### config.mk
export PLATFORM = sky130hd
export DESIGN_NAME = nn_bus_responder
export DESIGN_NICKNAME = d
export VERILOG_FILES = /design/src/rtl/nn_bus_pkg.sv /design/src/rtl/rr_arbiter.sv /design/src/rtl/nn_bus_responder.sv
export SDC_FILE = /design/constraint.sdc
export NUM_CORES = 1
export LEC_CHECK = 0
export CAP_MARGIN = 0
export CELL_PAD_IN_SITES_DETAIL_PLACEMENT = 1
export CELL_PAD_IN_SITES_GLOBAL_PLACEMENT = 1
export CORE_AREA = 10 10 399 401
export DETAILED_ROUTE_END_ITERATION = 12
export DIE_AREA = 0 0 409 411
export GPL_TIMING_DRIVEN = 1
export PLACE_DENSITY_LB_ADDON = 0.1
export SYNTH_ARGS = -nofsm -noshare
export SYNTH_HDL_FRONTEND = slang
export SYNTH_SLANG_ARGS = --single-unit
### constraint.sdc
create_clock -name clk -period 10.75 [get_ports clk]
set_clock_uncertainty 0.05 [all_clocks]
set_input_delay 1.075 -clock clk [delete_from_list [all_inputs] [get_ports clk]]
set_output_delay 1.075 -clock clk [all_outputs]
set_load 0.01 [all_outputs]
### src/rtl/nn_bus_pkg.sv
// rtl/nn_bus_pkg.sv - shared types and widths for the neuron-bus responder
package nn_bus_pkg;

  localparam int CFG_AW    = 17;
  localparam int DM_AW     = 16;
  localparam int DW        = 24;
  localparam int CFG_BUS_W = 256;

  typedef enum logic [2:0] {
    IDLE,
    RD,
    CAP,
    GRANT,
    WR
  } resp_state_t;

  function automatic logic [15:0] sat_inc16(input logic [15:0] v);
    return (v == 16'hFFFF) ? v : v + 16'd1;
  endfunction

endpackage

### src/rtl/rr_arbiter.sv
// rtl/rr_arbiter.sv - round-robin pointer with one-hot and index winner select
module rr_arbiter
  import nn_bus_pkg::*;
#(
  parameter int NREQ = 4,
  parameter int IW   = $clog2(NREQ)
) (
  input  logic            clk,
  input  logic            rst_n,
  input  logic [NREQ-1:0] req,
  input  logic            advance,
  input  logic [IW-1:0]   adv_idx,
  output logic            any_req,
  output logic [IW-1:0]   win_idx,
  output logic [NREQ-1:0] win_onehot
);

  logic [IW-1:0] ptr_q, ptr_d;

  always_comb begin
    ptr_d = ptr_q;
    if (advance) begin
      ptr_d = (adv_idx == IW'(NREQ - 1)) ? '0 : adv_idx + 1'b1;
    end
  end

  // Search starts at the pointer and wraps, so the most recent winner is served last.
  always_comb begin
    int            j;
    logic [IW-1:0] idx;
    any_req    = 1'b0;
    win_idx    = '0;
    win_onehot = '0;
    for (int i = 0; i < NREQ; i++) begin
      j = int'(ptr_q) + i;
      if (j >= NREQ) j = j - NREQ;
      idx = IW'(j);
      if (!any_req && req[idx]) begin
        any_req = 1'b1;
        win_idx = idx;
      end
    end
    win_onehot[win_idx] = any_req;
  end

  always_ff @(posedge clk or negedge rst_n) begin
    if (!rst_n) ptr_q <= '0;
    else        ptr_q <= ptr_d;
  end

endmodule

### src/rtl/nn_bus_responder.sv
// rtl/nn_bus_responder.sv - memory-side responder/arbiter for the neuron bus
// Optional grant statistics counters enabled by NN_RESP_STATS_EN.
module nn_bus_responder
  import nn_bus_pkg::*;
#(
  parameter int NREQ      = 4,
  parameter int CFG_LANES = 3
) (
  input  logic                              clk,
  input  logic                              reset,
  input  logic [NREQ-1:0]                   bus_request,
  input  logic [NREQ-1:0]                   pushout,
  input  logic [NREQ-1:0][7:0][CFG_AW-1:0]  config_address,
  input  logic [NREQ-1:0][DM_AW-1:0]        data_mem_address,
  input  logic [NREQ-1:0][DW-1:0]           data_mem_data,
  output logic [NREQ-1:0]                   bus_grant,
  output logic [CFG_BUS_W-1:0]              config_data,
  output logic                              cfg_rd_en,
  output logic [CFG_AW-1:0]                 cfg_rd_addr,
  input  logic [DW-1:0]                     cfg_rd_data,
  output logic                              dm_wr_en,
  output logic [DM_AW-1:0]                  dm_wr_addr,
`ifdef NN_RESP_STATS_EN
  output logic [15:0]                       rd_grants,
  output logic [15:0]                       wr_grants,
`endif
  output logic [DW-1:0]                     dm_wr_data
);

  localparam int IW = $clog2(NREQ);

  resp_state_t          state_q, state_d;
  logic [IW-1:0]        win_q, win_d;
  logic [2:0]           lane_q, lane_d;
  logic [2:0]           cap_lane_q, cap_lane_d;
  logic                 cap_en_q, cap_en_d;
  logic                 abort_q, abort_d;
  logic [CFG_BUS_W-1:0] config_data_q, config_data_d;
  logic                 arb_any, advance;
  logic [IW-1:0]        arb_idx;
  logic [NREQ-1:0]      arb_onehot;

  rr_arbiter #(.NREQ(NREQ), .IW(IW)) u_arb (
    .clk        (clk),
    .rst_n      (reset),
    .req        (bus_request),
    .advance    (advance),
    .adv_idx    (win_q),
    .any_req    (arb_any),
    .win_idx    (arb_idx),
    .win_onehot (arb_onehot)
  );

  always_comb begin
    state_d     = state_q;
    win_d       = win_q;
    lane_d      = lane_q;
    abort_d     = abort_q;
    advance     = 1'b0;
    bus_grant   = '0;
    cfg_rd_en   = 1'b0;
    cfg_rd_addr = '0;
    dm_wr_en    = 1'b0;
    dm_wr_addr  = '0;
    dm_wr_data  = '0;
    case (state_q)
      IDLE: begin
        abort_d = 1'b0;
        lane_d  = '0;
        if (arb_any) begin
          win_d   = arb_idx;
          state_d = (|(pushout & arb_onehot)) ? WR : RD;
        end
      end
      RD: begin
        cfg_rd_en   = 1'b1;
        cfg_rd_addr = config_address[win_q][lane_q];
        abort_d     = abort_q | ~bus_request[win_q];
        if (lane_q == 3'(CFG_LANES - 1)) state_d = CAP;
        else                             lane_d  = lane_q + 3'd1;
      end
      // A requester that let go at any point during the fetch gets no grant.
      CAP: state_d = (bus_request[win_q] && !abort_q) ? GRANT : IDLE;
      GRANT: begin
        bus_grant[win_q] = 1'b1;
        advance          = 1'b1;
        state_d          = IDLE;
      end
      WR: begin
        if (bus_request[win_q]) begin
          bus_grant[win_q] = 1'b1;
          dm_wr_en         = 1'b1;
          dm_wr_addr       = data_mem_address[win_q];
          dm_wr_data       = data_mem_data[win_q];
          advance          = 1'b1;
        end
        state_d = IDLE;
      end
      default: state_d = IDLE;
    endcase
  end

  // Read data returns one cycle after the strobe, so capture trails issue by a cycle.
  always_comb begin
    cap_en_d      = cfg_rd_en;
    cap_lane_d    = lane_q;
    config_data_d = config_data_q;
    if (cap_en_q) config_data_d[cap_lane_q*DW +: DW] = cfg_rd_data;
  end

  always_ff @(posedge clk or negedge reset) begin
    if (!reset) begin
      state_q       <= IDLE;
      win_q         <= '0;
      lane_q        <= '0;
      abort_q       <= 1'b0;
      cap_en_q      <= 1'b0;
      cap_lane_q    <= '0;
      config_data_q <= '0;
    end else begin
      state_q       <= state_d;
      win_q         <= win_d;
      lane_q        <= lane_d;
      abort_q       <= abort_d;
      cap_en_q      <= cap_en_d;
      cap_lane_q    <= cap_lane_d;
      config_data_q <= config_data_d;
    end
  end

  assign config_data = config_data_q;

`ifdef NN_RESP_STATS_EN
  logic [15:0] rd_grants_q, rd_grants_d, wr_grants_q, wr_grants_d;

  always_comb begin
    rd_grants_d = rd_grants_q;
    wr_grants_d = wr_grants_q;
    if (state_q == GRANT) rd_grants_d = sat_inc16(rd_grants_q);
    if (dm_wr_en)         wr_grants_d = sat_inc16(wr_grants_q);
  end

  always_ff @(posedge clk or negedge reset) begin
    if (!reset) begin
      rd_grants_q <= '0;
      wr_grants_q <= '0;
    end else begin
      rd_grants_q <= rd_grants_d;
      wr_grants_q <= wr_grants_d;
    end
  end

  assign rd_grants = rd_grants_q;
  assign wr_grants = wr_grants_q;
`endif

endmodule

# [After elaboration in Yosys (flattened, before gate mapping)]
# Cells that the tools add are included.
[word_totals] out_inout_bits=319 word_cells=118 inputBits=738 register_bits=271
[classes] n_mul=1 shifts=2 bitwise=4 reduce_logical=16 mux=55 magnitude_cmp=13 eq_ne=9 n_addsub=10
[ops] op="136-bit binary-select mux with 2-bit select" n=1
[ops] op="256-bit bitwise mux" n=1
[ops] op="24-bit by 34-bit variable shift with 256-bit output (first input constant)" n=1
[ops] op="24-bit by 34-bit indexed part select with 256-bit output" n=1
[ops] op="136-bit two-way mux" n=1
[ops] op="24-bit two-way mux" n=3
[ops] op="17-bit binary-select mux with 3-bit select" n=1
[ops] op="24-bit binary-select mux with 2-bit select" n=1
[ops] op="16-bit two-way mux" n=3
[ops] op="17-bit two-way mux" n=2
[ops] op="8-bit negation with 34-bit output" n=1
[ops] op="16-bit binary-select mux with 2-bit select" n=1
[ops] op="2-bit two-way mux" n=10
[ops] op="2-bit by 3-bit less-than comparator with 1-bit output (second input constant)" n=6
[ops] op="1-bit two-way mux" n=14
[ops] op="3-bit two-way mux" n=4
[ops] op="1-bit binary-select mux with 2-bit select" n=5
[ops] op="3-bit by 2-bit equality test with 1-bit output (second input constant)" n=3
[ops] op="3-bit greater-or-equal comparator (second input constant)" n=3
[ops] op="3-bit case mux with 3 select lines" n=1
[ops] op="4-bit bitwise AND" n=2
[ops] op="4-bit case mux with 2 select lines" n=1
[ops] op="2-bit by 1-bit subtractor with 2-bit output (second input constant)" n=4
[ops] op="2-bit by 2-bit adder with 3-bit output (second input constant)" n=2
[ops] op="23 further kinds" n=38

# [Longest topological paths before layout]
[depth] depth_word=24 mapped_depth=15

# [Cells and area by module]
# Synthesis repeated with hierarchy kept, for this count alone.
[unflattened] cells_unflattened=1616 hier_area_um2=18167.4
[by_module_without_submodules] module="nn_bus_responder" area_per_inst_um2=17872.1 n_inst=1 cells_each=1575
[by_module_without_submodules] module="rr_arbiter" area_per_inst_um2=295.3 n_inst=1 cells_each=41

# [Worst setup path before layout]
# No wires, ideal clock.
[synth_path] kind="reg2reg" start="register cap_lane_q[1]" end="register config_data_q[136], in the netlist config_data[136]" path_slack_ps=7117 stages_incl_launch_ff=13 synth_period_minus_slack_ps=3633 t_required_ps=10575 arrival_time_ps=3458 setup_time_ps=125 cell_sequence="dfrtp_1 -> ha_1 -> fa_1 -> buf_4 -> xor2_2 -> nor2_1 -> ha_1 -> clkbuf_1 -> inv_1 -> o311ai_4 -> nor3_1 -> a21oi_2 -> mux2_2"
[synth_between] elab_chain_len=4 word_cells_on_any_way=5
[synth_rtl] element="from (decl)" line_no="nn_bus_responder.sv:35" source="logic [2:0] cap_lane_q, cap_lane_d;"
[synth_rtl] element="from (signal assigned)" line_no="nn_bus_responder.sv:126" source="cap_lane_q <= cap_lane_d;"
[synth_rtl] element="3-bit by 2-bit multiplier with 5-bit output (*)" line_no="nn_bus_responder.sv:108" source="if (cap_en_q) config_data_d[cap_lane_q*DW +: DW] = cfg_rd_data;"
[synth_rtl] element="8-bit negation with 34-bit output (*)" line_no="nn_bus_responder.sv:108"
[synth_rtl] element="24-bit by 34-bit indexed part select with 256-bit output or 24-bit by 34-bit variable shift with 256-bit output (tied branches)" line_no="nn_bus_responder.sv:108"
[synth_rtl] element="256-bit bitwise mux (*)" line_no="nn_bus_responder.sv:108"
[synth_rtl] element="to (signal assigned)" line_no="nn_bus_responder.sv:127" source="config_data_q <= config_data_d;"
[synth_rtl] element="to (decl)" line_no="nn_bus_responder.sv:38" source="logic [CFG_BUS_W-1:0] config_data_q, config_data_d;"
# Every way passes the cells marked *; elsewhere a longest branch is shown, timed or not.
# A chain may end at the register's enable or synchronous reset.

# [Worst setup path after layout]
[layout_path] start="register win_q[0]" end="output port cfg_rd_addr[2]"
[layout_between] elab_chain_len=5
[layout_rtl] element="from (decl)" line_no="nn_bus_responder.sv:33" source="logic [IW-1:0] win_q, win_d;"
[layout_rtl] element="from (signal assigned)" line_no="nn_bus_responder.sv:122" source="win_q <= win_d;"
[layout_rtl] element="136-bit binary-select mux with 2-bit select" line_no="nn_bus_responder.sv:77" source="cfg_rd_addr = config_address[win_q][lane_q];"
[layout_rtl] element="136-bit two-way mux (not written as such)" line_no="nn_bus_responder.sv:77"
[layout_rtl] element="17-bit binary-select mux with 3-bit select" line_no="nn_bus_responder.sv:77"
[layout_rtl] element="17-bit two-way mux (not written as such)" line_no="nn_bus_responder.sv:77"
[layout_rtl] element="17-bit two-way mux" line_no="nn_bus_responder.sv:66" source="case (state_q)"
[layout_rtl] element="to (decl)" line_no="nn_bus_responder.sv:19" source="output logic [CFG_AW-1:0] cfg_rd_addr,"
# No other way between the ends. The select of a mux whose other input is x is not followed.

==> impl_metrics.env <==
export IMPL_synth_warnings=0
export IMPL_cts_root_buf="clkbuf_16"
export IMPL_die_area_mm2=0.168
export IMPL_async_flop_share=1.00
export IMPL_finalNetCount=3227
export IMPL_cts_buffers_inserted=34
export IMPL_drc=0
export IMPL_cts_sinks=271
export IMPL_ctsLongestPathBuffers=3
export IMPL_drt_vias_per_instance=4.03
export IMPL_startpoint_type="flop"
export IMPL_finalSetupTns_ps=0
export IMPL_synth_adder_area_share=0.00913
export IMPL_rows=143
export IMPL_ys_ff_latch=271
export IMPL_path_class="reg -> out"
export IMPL_die_w_um=409
export IMPL_fmax_mhz=169
export IMPL_worst_pin_slew_ps=1110
export IMPL_die_y_um=411
export IMPL_grtUsageTotal=0.173
export IMPL_status="finished, final reports clean"
export IMPL_whs_endpoint="config_data[2]"
export IMPL_cts_setup_buffers=0
export IMPL_ios=1057
export IMPL_dpl_hpwl_um=131000
export IMPL_antenna_found_initial=108
export IMPL_synth_top_family_by_area="multiplexers"
export IMPL_required_ps=9630
export IMPL_netlist_instances=1475
export IMPL_max_vdd_ir_drop_uv=99.3
export IMPL_cts_hold_buf=0
export IMPL_ys_types=75
export IMPL_worstHoldStart="config_data[2]"
export IMPL_cts_tree="done"
export IMPL_fin_crit_sh=0.550
export IMPL_synth_simple_area_share=0.0930
export IMPL_coreArea_mm2=0.151
export IMPL_synthXorXnorAreaFrac=0.00456
export IMPL_via_count=18300
export IMPL_gp_congestion=0.885
export IMPL_drv_slew=0
export IMPL_crit_fanout=81
export IMPL_fin_crit_ps=5920
export IMPL_port_buffers=1056
export IMPL_r2r_start="cap_lane_q[0]"
export IMPL_r2r_end="config_data[40]"
export IMPL_ys_flop_type="dfrtp_1"
export IMPL_rsz0062_at_grt="false"
export IMPL_synthMuxAreaShare=0.406
export IMPL_wl_per_cell_um=33.7
export IMPL_endpoint_kind="output pin"
export IMPL_start_util=0.123
export IMPL_syn2layout_area_growth_pct=75.3
export IMPL_slew_headroom=0.257
export IMPL_clk_latency_ps=540
export IMPL_grt_max_degree=101
export IMPL_power_leakage_nw=12.3
export IMPL_post_cts_resized=0
export IMPL_drive_gt1_frac=0.215
export IMPL_r2r_setup_slack_ps=5000
export IMPL_synth_compound_area_share=0.0934
export IMPL_cpMaxStageDelayCell="dfrtp_4"
export IMPL_cts_clk_slew_worst_paths_ps=60
export IMPL_synth_fp_nets=2226
export IMPL_grt_overflow=0
export IMPL_wirelength_um=153000
export IMPL_hold_path_depth=1
export IMPL_syn_avg_cell_area_um2=12.6
export IMPL_reg2regPathDepth=10
export IMPL_ys_seq_area_frac=0.364
export IMPL_ant_nets=0
export IMPL_finalPower_mw=7.08
export IMPL_grt_pass1_wl_um=200000
export IMPL_netlist_area_mm2=0.0186
export IMPL_cap_violations=0
export IMPL_hold_violations=0
export IMPL_finalSetupViolCount=0
export IMPL_first_pass_iters=4
export IMPL_max_stage_delay_ps=790
export IMPL_hp_class="reg -> reg"
export IMPL_cts_max_level=2
export IMPL_powerDensity_mw_per_mm2=217
export IMPL_drt_initial_drc_count=934
export IMPL_synth_edff_count=0
export IMPL_cp_cell_sequence="buf_12 -> buf_4 -> mux4_2 -> mux2i_1 -> o22a_1 -> o221ai_1 -> clkdlybuf4s50_1"
export IMPL_grt_pass1_vias=20600
export IMPL_critPathArrivalTime_ps=4790
==> per-stage QoR <==
stage / setup slack (ps) / hold slack [ps] / instances / utilization / instance area [um^2]
floorplan: 7120 / 302 / 1475 / - / 18600
global placement: 5150 / 423 / 4470 / 0.208 / 31500
detailed placement: 4940 / 435 / 4470 / 0.208 / 31500
CTS: 4570 / 447 / 4528 / 0.216 / 32600
global route: 4450 / 458 / 4534 / 0.216 / 32700
finish: 4830 / 441 / 4542 / 0.216 / 32700
==> flip-flops by register name (all words and copies together) (netlist names) <==
register	cells
config_data	256
cap_lane_d	3
cap_lane_q	3
state_q	3
u_arb.ptr_q	2
win_q	2
abort_q	1
cap_en_q	1
==> critical path, delay by kind of cell, from the launching register on <==
kind	cells	cell delay [ps]
AOI/OAI and AO/OA	2	460
DFF	1	790
muxes	2	800
buffers and inverters	3	1930
==> final cells by class <==
| class | instances | area (um^2) |
|---|---|---|
| multi-input cells | 1070 | 11300 |
| inverters | 14 | 52.6 |
| well taps | 2030 | 2540 |
| repair buffers | 1085 | 10800 |
| fillers | 16900 | 119000 |
| flip-flops and latches | 271 | 6800 |
| diodes | 14 | 35.0 |
| clock inverters | 10 | 150 |
| clock buffers | 48 | 985 |
==> how the worst max path moves through the flow <==
| stage | start | slack (ps) | cells past startpoint | end |
|---|---|---|---|---|
| after floorplan | cap_lane_q[1] | 7120 | 12 | config_data[136] |
| after global placement | cap_lane_q[0] | 5150 | 10 | config_data[40] |
| after detailed placement | cap_lane_q[0] | 4940 | 10 | config_data[40] |
| after CTS | win_q[0] | 4570 | 7 | cfg_rd_addr[2] |
| after global routing | win_q[0] | 4450 | 7 | cfg_rd_addr[2] |
| final | win_q[0] | 4830 | 7 | cfg_rd_addr[2] |
==> cells by family (layout without fill, tap and decap cells) <==
family | after synthesis | count (layout)
buf+inv | 134 | 1157
compound gates | 218 | 218
other cells | 0 | 14
mux | 505 | 505
simple gates | 326 | 326
flops | 271 | 271
fa+ha+maj | 13 | 13
xor+xnor | 8 | 8
==> cell usage after synthesis, drive strengths merged, types with 10 or more instances <==
library cell,number,area share
dfrtp,271,0.36
mux2,241,0.15
mux4,177,0.21
nand2,99,0.020
mux2i,87,0.047
clkbuf,69,0.014
nor2b,58,0.019
nor2,53,0.011
buf,51,0.013
o21ai,38,0.010
nand3,25,0.0067
a22oi,24,0.0097
nand2b,23,0.0077
nor3,20,0.0083
a31oi,17,0.0057
o221a,17,0.010
o221ai,17,0.0080
o22a,17,0.0080
a21oi,16,0.0047
a22o,15,0.0070
inv,13,0.0026
ha,12,0.0081
a21o,11,0.0044
and3,10,0.0034
==> report_power, final <==
part	internal, mW	leakage (nW)	switching, mW	total (mW)
combinational	1.98	8.05	2.34	4.32
clock	0.712	0.555	0.476	1.19
sequential	1.28	3.66	0.296	1.57
total	3.97	12.3	3.11	7.08
==> layout by cell type, fill, tap and decap left out, drive strengths merged, types with 7 or more instances in the layout <==
cell,netlist,layout
o21ai,38,38
nand2,99,99
a21o,11,11
diode,0,14
ha,12,12
o2bb2ai,8,8
o221a,17,17
buf,51,30
inv,13,13
mux4,177,177
nand3,25,25
clkinv,1,7
o22a,17,17
mux2,241,241
a22o,15,15
a221oi,8,8
clkdlybuf4s50,0,1055
nand2b,23,23
a21oi,16,16
dfrtp,271,271
nor3,20,20
nor2,53,53
mux2i,87,87
nor2b,58,58
a32o,9,9
a22oi,24,24
and3,10,10
a31oi,17,17
o221ai,17,17
nand4,9,9
clkbuf,69,48
==> routing by layer <==
metal	vias to the layer above	GRT usage	wire length [um]
li1	7804	-	-
met1	9475	0.174	53400
met2	710	0.346	85500
met3	232	0.0581	11000
met4	90	0.0220	2410
met5	-	0	575
(Power assumes the default switching activity.)
